$ cat src/rtl/dmem_arbiter.sv
// rtl/dmem_arbiter.sv - two-port round-robin arbiter and sequencer for the shared 64x32 data memory (option: DMEM_ARB_FIXED_PRIO_EN)
module dmem_arbiter #(
    parameter int ADDR_W    = 6,
    parameter int DATA_W    = 32,
    parameter int MAX_BURST = 4
) (
    input  logic              clk,
    input  logic              rst_n,
    input  logic              req0_i,
    input  logic              req1_i,
    input  logic              we0_i,
    input  logic              we1_i,
    input  logic              lock0_i,
    input  logic              lock1_i,
    input  logic [ADDR_W-1:0] addr0_i,
    input  logic [ADDR_W-1:0] addr1_i,
    input  logic [DATA_W-1:0] wdata0_i,
    input  logic [DATA_W-1:0] wdata1_i,
    output logic              gnt0_o,
    output logic              gnt1_o,
    output logic              rvalid0_o,
    output logic              rvalid1_o,
    output logic [DATA_W-1:0] rdata0_o,
    output logic [DATA_W-1:0] rdata1_o,
    output logic              mem_rd_en_o,
    output logic              mem_wr_en_o,
    output logic [ADDR_W-1:0] mem_addr_o,
    output logic [DATA_W-1:0] mem_d_o,
    input  logic [DATA_W-1:0] mem_d_i
);

    typedef enum logic [1:0] {
        IDLE  = 2'd0,
        LOCK0 = 2'd1,
        LOCK1 = 2'd2
    } state_t;

    // Count value at which a locked burst is force-released (burst length = MAX_BURST).
    localparam logic [3:0] BURST_LAST = 4'(MAX_BURST - 1);
    localparam bit         CAN_LOCK   = (MAX_BURST > 1);

    state_t     state_q, state_d;
    logic [3:0] count_q, count_d;
    logic       gnt0, gnt1;

`ifndef DMEM_ARB_FIXED_PRIO_EN
    // Round-robin pointer: 0 favours port 0, 1 favours port 1 when both request in IDLE.
    logic       prio_q, prio_d;
`endif

    // Grant selection; everything is masked while reset is held so no memory access can occur.
    always_comb begin
        gnt0 = 1'b0;
        gnt1 = 1'b0;
        if (rst_n) begin
`ifdef DMEM_ARB_FIXED_PRIO_EN
            gnt0 = req0_i;
            gnt1 = req1_i & ~req0_i;
`else
            if (req0_i && req1_i) begin
                case (state_q)
                    LOCK0:   gnt0 = 1'b1;
                    LOCK1:   gnt1 = 1'b1;
                    default: begin
                        if (prio_q) gnt1 = 1'b1;
                        else        gnt0 = 1'b1;
                    end
                endcase
            end else begin
                gnt0 = req0_i;
                gnt1 = req1_i;
            end
`endif
        end
    end

    // Mux the granted port onto the memory bus; idle bus drives zeros.
    always_comb begin
        mem_rd_en_o = 1'b0;
        mem_wr_en_o = 1'b0;
        mem_addr_o  = '0;
        mem_d_o     = '0;
        if (gnt0) begin
            mem_rd_en_o = ~we0_i;
            mem_wr_en_o = we0_i;
            mem_addr_o  = addr0_i;
            mem_d_o     = wdata0_i;
        end else if (gnt1) begin
            mem_rd_en_o = ~we1_i;
            mem_wr_en_o = we1_i;
            mem_addr_o  = addr1_i;
            mem_d_o     = wdata1_i;
        end
    end

    assign gnt0_o = gnt0;
    assign gnt1_o = gnt1;

`ifdef DMEM_ARB_FIXED_PRIO_EN
    // Burst ownership with port 0 dominant: port 0 bursts are unbounded, port 1 yields to any port 0 request.
    always_comb begin
        state_d = state_q;
        count_d = count_q;
        case (state_q)
            IDLE: begin
                if (gnt0 && lock0_i) begin
                    state_d = LOCK0;
                    count_d = 4'd1;
                end else if (gnt1 && lock1_i && CAN_LOCK) begin
                    state_d = LOCK1;
                    count_d = 4'd1;
                end
            end
            LOCK0: begin
                if (!(gnt0 && lock0_i)) begin
                    state_d = IDLE;
                    count_d = 4'd0;
                end
            end
            LOCK1: begin
                if (gnt1 && lock1_i && !req0_i && (count_q < BURST_LAST)) begin
                    count_d = count_q + 4'd1;
                end else begin
                    state_d = IDLE;
                    count_d = 4'd0;
                end
            end
            default: begin
                state_d = IDLE;
                count_d = 4'd0;
            end
        endcase
    end
`else
    // Burst ownership and round-robin pointer update; a grant that leaves no owner hands priority to the other port.
    always_comb begin
        state_d = state_q;
        count_d = count_q;
        prio_d  = prio_q;
        case (state_q)
            IDLE: begin
                if (gnt0) begin
                    if (lock0_i && CAN_LOCK) begin
                        state_d = LOCK0;
                        count_d = 4'd1;
                    end else begin
                        prio_d = 1'b1;
                    end
                end else if (gnt1) begin
                    if (lock1_i && CAN_LOCK) begin
                        state_d = LOCK1;
                        count_d = 4'd1;
                    end else begin
                        prio_d = 1'b0;
                    end
                end
            end
            LOCK0: begin
                if (gnt0 && lock0_i && (count_q < BURST_LAST)) begin
                    count_d = count_q + 4'd1;
                end else begin
                    state_d = IDLE;
                    count_d = 4'd0;
                    if (gnt0)      prio_d = 1'b1;
                    else if (gnt1) prio_d = 1'b0;
                end
            end
            LOCK1: begin
                if (gnt1 && lock1_i && (count_q < BURST_LAST)) begin
                    count_d = count_q + 4'd1;
                end else begin
                    state_d = IDLE;
                    count_d = 4'd0;
                    if (gnt1)      prio_d = 1'b0;
                    else if (gnt0) prio_d = 1'b1;
                end
            end
            default: begin
                state_d = IDLE;
                count_d = 4'd0;
            end
        endcase
    end
`endif

    // Arbitration state register.
    always_ff @(posedge clk) begin
        if (!rst_n) begin
            state_q <= IDLE;
            count_q <= 4'd0;
`ifndef DMEM_ARB_FIXED_PRIO_EN
            prio_q  <= 1'b0;
`endif
        end else begin
            state_q <= state_d;
            count_q <= count_d;
`ifndef DMEM_ARB_FIXED_PRIO_EN
            prio_q  <= prio_d;
`endif
        end
    end

    // Capture asynchronous read data at the end of the grant cycle for a uniform one-cycle latency.
    always_ff @(posedge clk) begin
        if (!rst_n) begin
            rvalid0_o <= 1'b0;
            rvalid1_o <= 1'b0;
            rdata0_o  <= '0;
            rdata1_o  <= '0;
        end else begin
            rvalid0_o <= gnt0 & ~we0_i;
            rvalid1_o <= gnt1 & ~we1_i;
            if (gnt0 && !we0_i) rdata0_o <= mem_d_i;
            if (gnt1 && !we1_i) rdata1_o <= mem_d_i;
        end
    end

endmodule

$ cat config.mk
export PLATFORM = sky130hd
export DESIGN_NAME = dmem_arbiter
export DESIGN_NICKNAME = d
export VERILOG_FILES = /design/src/rtl/dmem_arbiter.sv
export SDC_FILE = /design/constraint.sdc
export NUM_CORES = 1
export LEC_CHECK = 0
export ABC_AREA = 0
export CORE_ASPECT_RATIO = 1.25
export CORE_MARGIN = 8
export CORE_UTILIZATION = 40
export CTS_BUF_LIST = sky130_fd_sc_hd__clkbuf_2
export CTS_CLUSTER_DIAMETER = 50
export DETAILED_ROUTE_END_ITERATION = 8
export MAX_ROUTING_LAYER = met4
export PLACE_DENSITY = 0.95
export SKIP_LAST_GASP = 1
export SYNTH_ARGS = -nofsm -noshare
export SYNTH_HDL_FRONTEND = slang
export SYNTH_SLANG_ARGS = --single-unit
$ cat constraint.sdc
create_clock -name clk -period 5.45 [get_ports clk]
set_input_delay 0.8175 -clock clk [delete_from_list [all_inputs] [get_ports clk]]
set_output_delay 0.8175 -clock clk [all_outputs]
set_load 0.01 [all_outputs]
# Word level (Yosys, flattened, before mapping)
# Cells that the tools add are included.
# classes
eq_ne	11
bitwise	4
order_cmp	1
addsub	1
reduce_logical	14
muxes	41
# op_table
operator	n
$mux 32	2
$mux 4	6
$ne 3x3->1 const B	7
$mux 1	20
$mux 2	6
$mux 6	2
$pmux 4 s3	1
$reduce_and 8->1	1
$logic_and 1x1->1	7
$pmux 2 s3	1
$reduce_and 5->1	1
$add 4x1->4 const B	1
$lt 4x2->1 const B	1
$ne 2x2->1 const B	2
$pmux 1 s2	2
$pmux 1 s3	1
$reduce_and 3->1	1
$reduce_bool 3->1	1
$and 1x1->1	2
$eq 2x1->1 const B	1
$eq 2x2->1 const B	1
$logic_not 1->1	2
$logic_not 2->1	1
$not 1->1	2
# word_totals
regBits	73

# Logic depth before layout (Yosys ltp)
# depth
depth_word	8
depth_mapped	11
depth_no_buf	9

# Worst setup path before layout
# Ideal clock, no wire load.
# synth_timing
kind	flip-flop to output port
from	register state_q[0]
to	output mem_d_o[10]
required_ns	4.633
arrival_time_ns	1.966
slack_ns	2.667
stages_incl_launch_ff	10
path_cell_list	dfxtp_1 -> inv_1 -> ha_1 -> or2_1 -> a31o_2 -> clkinv_2 -> nor2_1 -> buf_2 -> buf_2 -> a22o_1
# synth_between
elab_chain_len	6
elab_cells_between_ends	10
cone_classes	eq/ne (2); mux (8)
# synth_lines
element	line_no	rtl
start, declared	42	state_t state_q, state_d;
start signal, assigned	195	state_q <= state_d;
$eq 2x2->1 or $eq 2x1->1 (tied branches)	61	case (state_q)
$pmux 1 s2	61	
$mux 1	60	if (req0_i && req1_i) begin
$mux 1	55	if (rst_n) begin
$mux 32	88	end else if (gnt1) begin
$mux 32 (*)	83	if (gnt0) begin
end, declared	28	output logic [DATA_W-1:0] mem_d_o,
# Every way passes the cells marked *; elsewhere a longest branch is shown, timed or not.

# Worst setup path after layout
# layout_timing
from	register state_q[0]
to	output mem_d_o[30]
# Same word-level chain as after synthesis.

==> results.tsv <==
stage	metric	value	unit
outcome	run status	completed	
flow_run	MaxCap Viol Count	0	
setup_path	CP endpoint kind	primary output	
layout	final std cells w/o fill	709	
sta	Fin Setup TNS	0	ns
grt	GR Overflow Total	0	
synth	Post-Syn Area per Cell	8.45	um2
synth	synthesized cell area	3340	um2
grt	vias in the first global route	3903	
detailed_routing	Via density	5.37	
setup_path	Reg2Reg Depth	10	
detailed_routing	1st-iter DRT viols	221	
synth	Seq/Total Area, Yosys	43.8	%
cts	Root Buffer	clkbuf_2	
grt	largest net degree at the start of global routing	70	
synth	async set or reset register ratio after synthesis	0	%
cts	Post-CTS Setup Bufs	0	
die	# IOs	224	
detailed_routing	drc violations	0	
setup_path	crit path DAT	3.21	ns
cts	CTS clk-pin slew, worst paths	0.18	ns
detailed_routing	Pre-antenna DRT Iters	5	
layout	layout net count	725	
cts	CTS Buf Count	9	
hold_path	WHS Path Cells	2	
detailed_routing	post-DR wirelength/cell	20.6	um
synth	Ys Warns	0	
synth	distinct cell type count after synthesis	39	
layout	layout cell share with drive strength beyond 1	5.09	%
grt	initial antenna violation count	3	
synth	share of the synthesized area in the top cell type	43.8	%
placement	placed cell count	690	
sta	Clock Skew	0.0264	ns
sta	maximum clock rate	248	MHz
sta	Slew headroom	57.3	%
sta	minimum clock period after layout	4.03	ns
synth	most common cell in the synthesized netlist	nand2_1	
cts	clock tree from TritonCTS	built	
synth	Syn Inst Count	395	
layout	area grow syn2layout	70.7	%
setup_path	CP Cell Sequence	inv_1 > ha_1 > or2_1 > a31o_2 > clkinv_2 > buf_4 > a22o_1 > clkdlybuf4s50_1	
placement	RD Place Congestion	0.880	
die	Total Die Area	11500	um2
layout	Final Instance Area	5700	um2
detailed_routing	routed vias	3806	
detailed_routing	post-route antenna net violation count	0	
cts	CTS resizes	0	
die	Die X	97.7	um
setup_path	Worst Path Required	4.63	ns
detailed_routing	WL final	14600	um
power_and_ir_drop	pwr/cell area	255	nW/um2
sta	Least-Margin Pin Slew	0.640	ns
die	core area	8190	um2
placement	placed cell area	5590	um2
synth	Top FF cell, synth	dfxtp_1	
power_and_ir_drop	Peak VDD IR	0.000162	V
cts	CTS Sinks	73	
power_and_ir_drop	leakage	2.09	nW
die	row cnt	37	
cts	clk buf depth	2	
cts	CTS Hold Bufs	0	
setup_path	Largest stage delay, worst path	0.56	ns
placement	I/O Buffers	223	
placement	dpl hpwl	11700	um
synth	area leader, netlist	dfxtp_1	
power_and_ir_drop	Tot Pwr	1.45	mW
sta	final worst-path cycle share	74.0	%
setup_path	crit path max-delay cell type	clkdlybuf4s50_1	
synth	Syn Nets	516	
hold_path	Hold Path Class	flip-flop to flip-flop	
setup_path	critical path class	flip-flop to primary output	
cts	worst skew pair latency	0.55	ns
setup_path	CP max FO	43	
sta	Final Max Tran Viols	0	
die	Die H	118	um
die	Starting Density	40.8	%
synth	Post-synth top cells	nand2_1 (141), dfxtp_1 (73), a21boi_1 (62)	
synth	Post-synth EDFFs	0	
sta	final hold vios	0	
grt	first-pass GRT wire length	21800	um
grt	GRT Util Overall	25.6	%
cts	# H-tree levels	3	
setup_path	Critical Path Start Type	flip-flop	
synth	Synth area leaders	dfxtp_1 (44%), nand2_1 (16%), a21boi_1 (14%), a22o_1 (10%), buf_2 (2.1%)	
sta	final setup fails	0	
sta	RSZ-0062 raised after global routing	no	
synth	Seq cells post-synth	73	
registers in the layout (all words and copies together) (netlist names):
name	count
count_q	4
rdata1_o	32
state_q	2
prio_q	1
rdata0_o	32
rvalid1_o	1
rvalid0_o	1
power breakdown:
| part | internal, mW | switching (mW) |
|---|---|---|
| logic | 0.306 | 0.261 |
| registers | 0.571 | 0.0241 |
| clock network | 0.101 | 0.190 |
| total | 0.978 | 0.476 |
area by class of cell:
class	count	area (um2)
Clock inverter	7	61.3
Tap cell	97	121
Timing Repair Buffer	228	2260
Inverter	8	36.3
Antenna cell	3	7.51
Sequential cell	73	1460
Multi-Input combinational cell	284	1700
Clock buffer	9	45.0
Fill cell	625	2490
cell usage in the layout, fill, tap and decap left out, types with 2 or more instances in the layout:
master / Yosys / final
nor3_1: 2 / 2
clkinv_2: 1 / 5
nand2_1: 141 / 141
mux2i_1: 3 / 3
clkbuf_2: 0 / 9
clkdlybuf4s50_1: 0 / 222
a21oi_1: 3 / 3
and3_1: 2 / 2
inv_2: 2 / 2
dfxtp_1: 73 / 73
a21boi_0: 3 / 3
a22o_1: 39 / 39
nand2b_1: 3 / 3
ha_1: 5 / 5
buf_4: 3 / 5
a21boi_1: 62 / 62
diode_2: 0 / 3
inv_1: 4 / 4
kinds of logic after synthesis:
family          count (synthesis)  share of synthesized area (%)
simple gates                  156                           18.7
compound gates                120                           29.5
flops                          73                           43.8
buf+inv                        38                           5.32
fa+ha+maj                       5                           1.87
mux                             3                          0.899
final timing paths:
path,from,to,slack (ns)
setup / recovery,state_q[0],mem_d_o[30],1.42
hold / removal,rdata0_o[3],rdata0_o[3],0.46
setup reg to reg,state_q[0],rdata0_o[16],2.75
hold reg to reg,rdata0_o[3],rdata0_o[3],0.46
metal layers:
metal	GRT usage [%]	routed length, um	up-vias
met1	28.5	5910	1794
met5	-	0	-
li1	-	-	1768
met2	41.2	7000	223
met4	8.90	303	0
met3	9.34	1360	21
through the flow:
step | setup slack [ns] | util, % | hold slack (ns)
finish | 1.42 | 69.6 | 0.464
global route | 1.24 | 69.6 | 0.484
CTS | 1.37 | 69.5 | 0.467
detailed placement | 1.62 | 68.2 | 0.446
global placement | 1.66 | 68.2 | 0.440
floorplan | 2.67 | - | 0.434
critical path, delay by kind of cell (launching register included):
kind            cells  cell delay [ns]
buf+inv             4             1.09
flops               1             0.42
fa+ha+maj           1             0.36
simple gates        1             0.26
compound gates      2             0.55
Note: power is estimated with default switching activity, not from simulation.
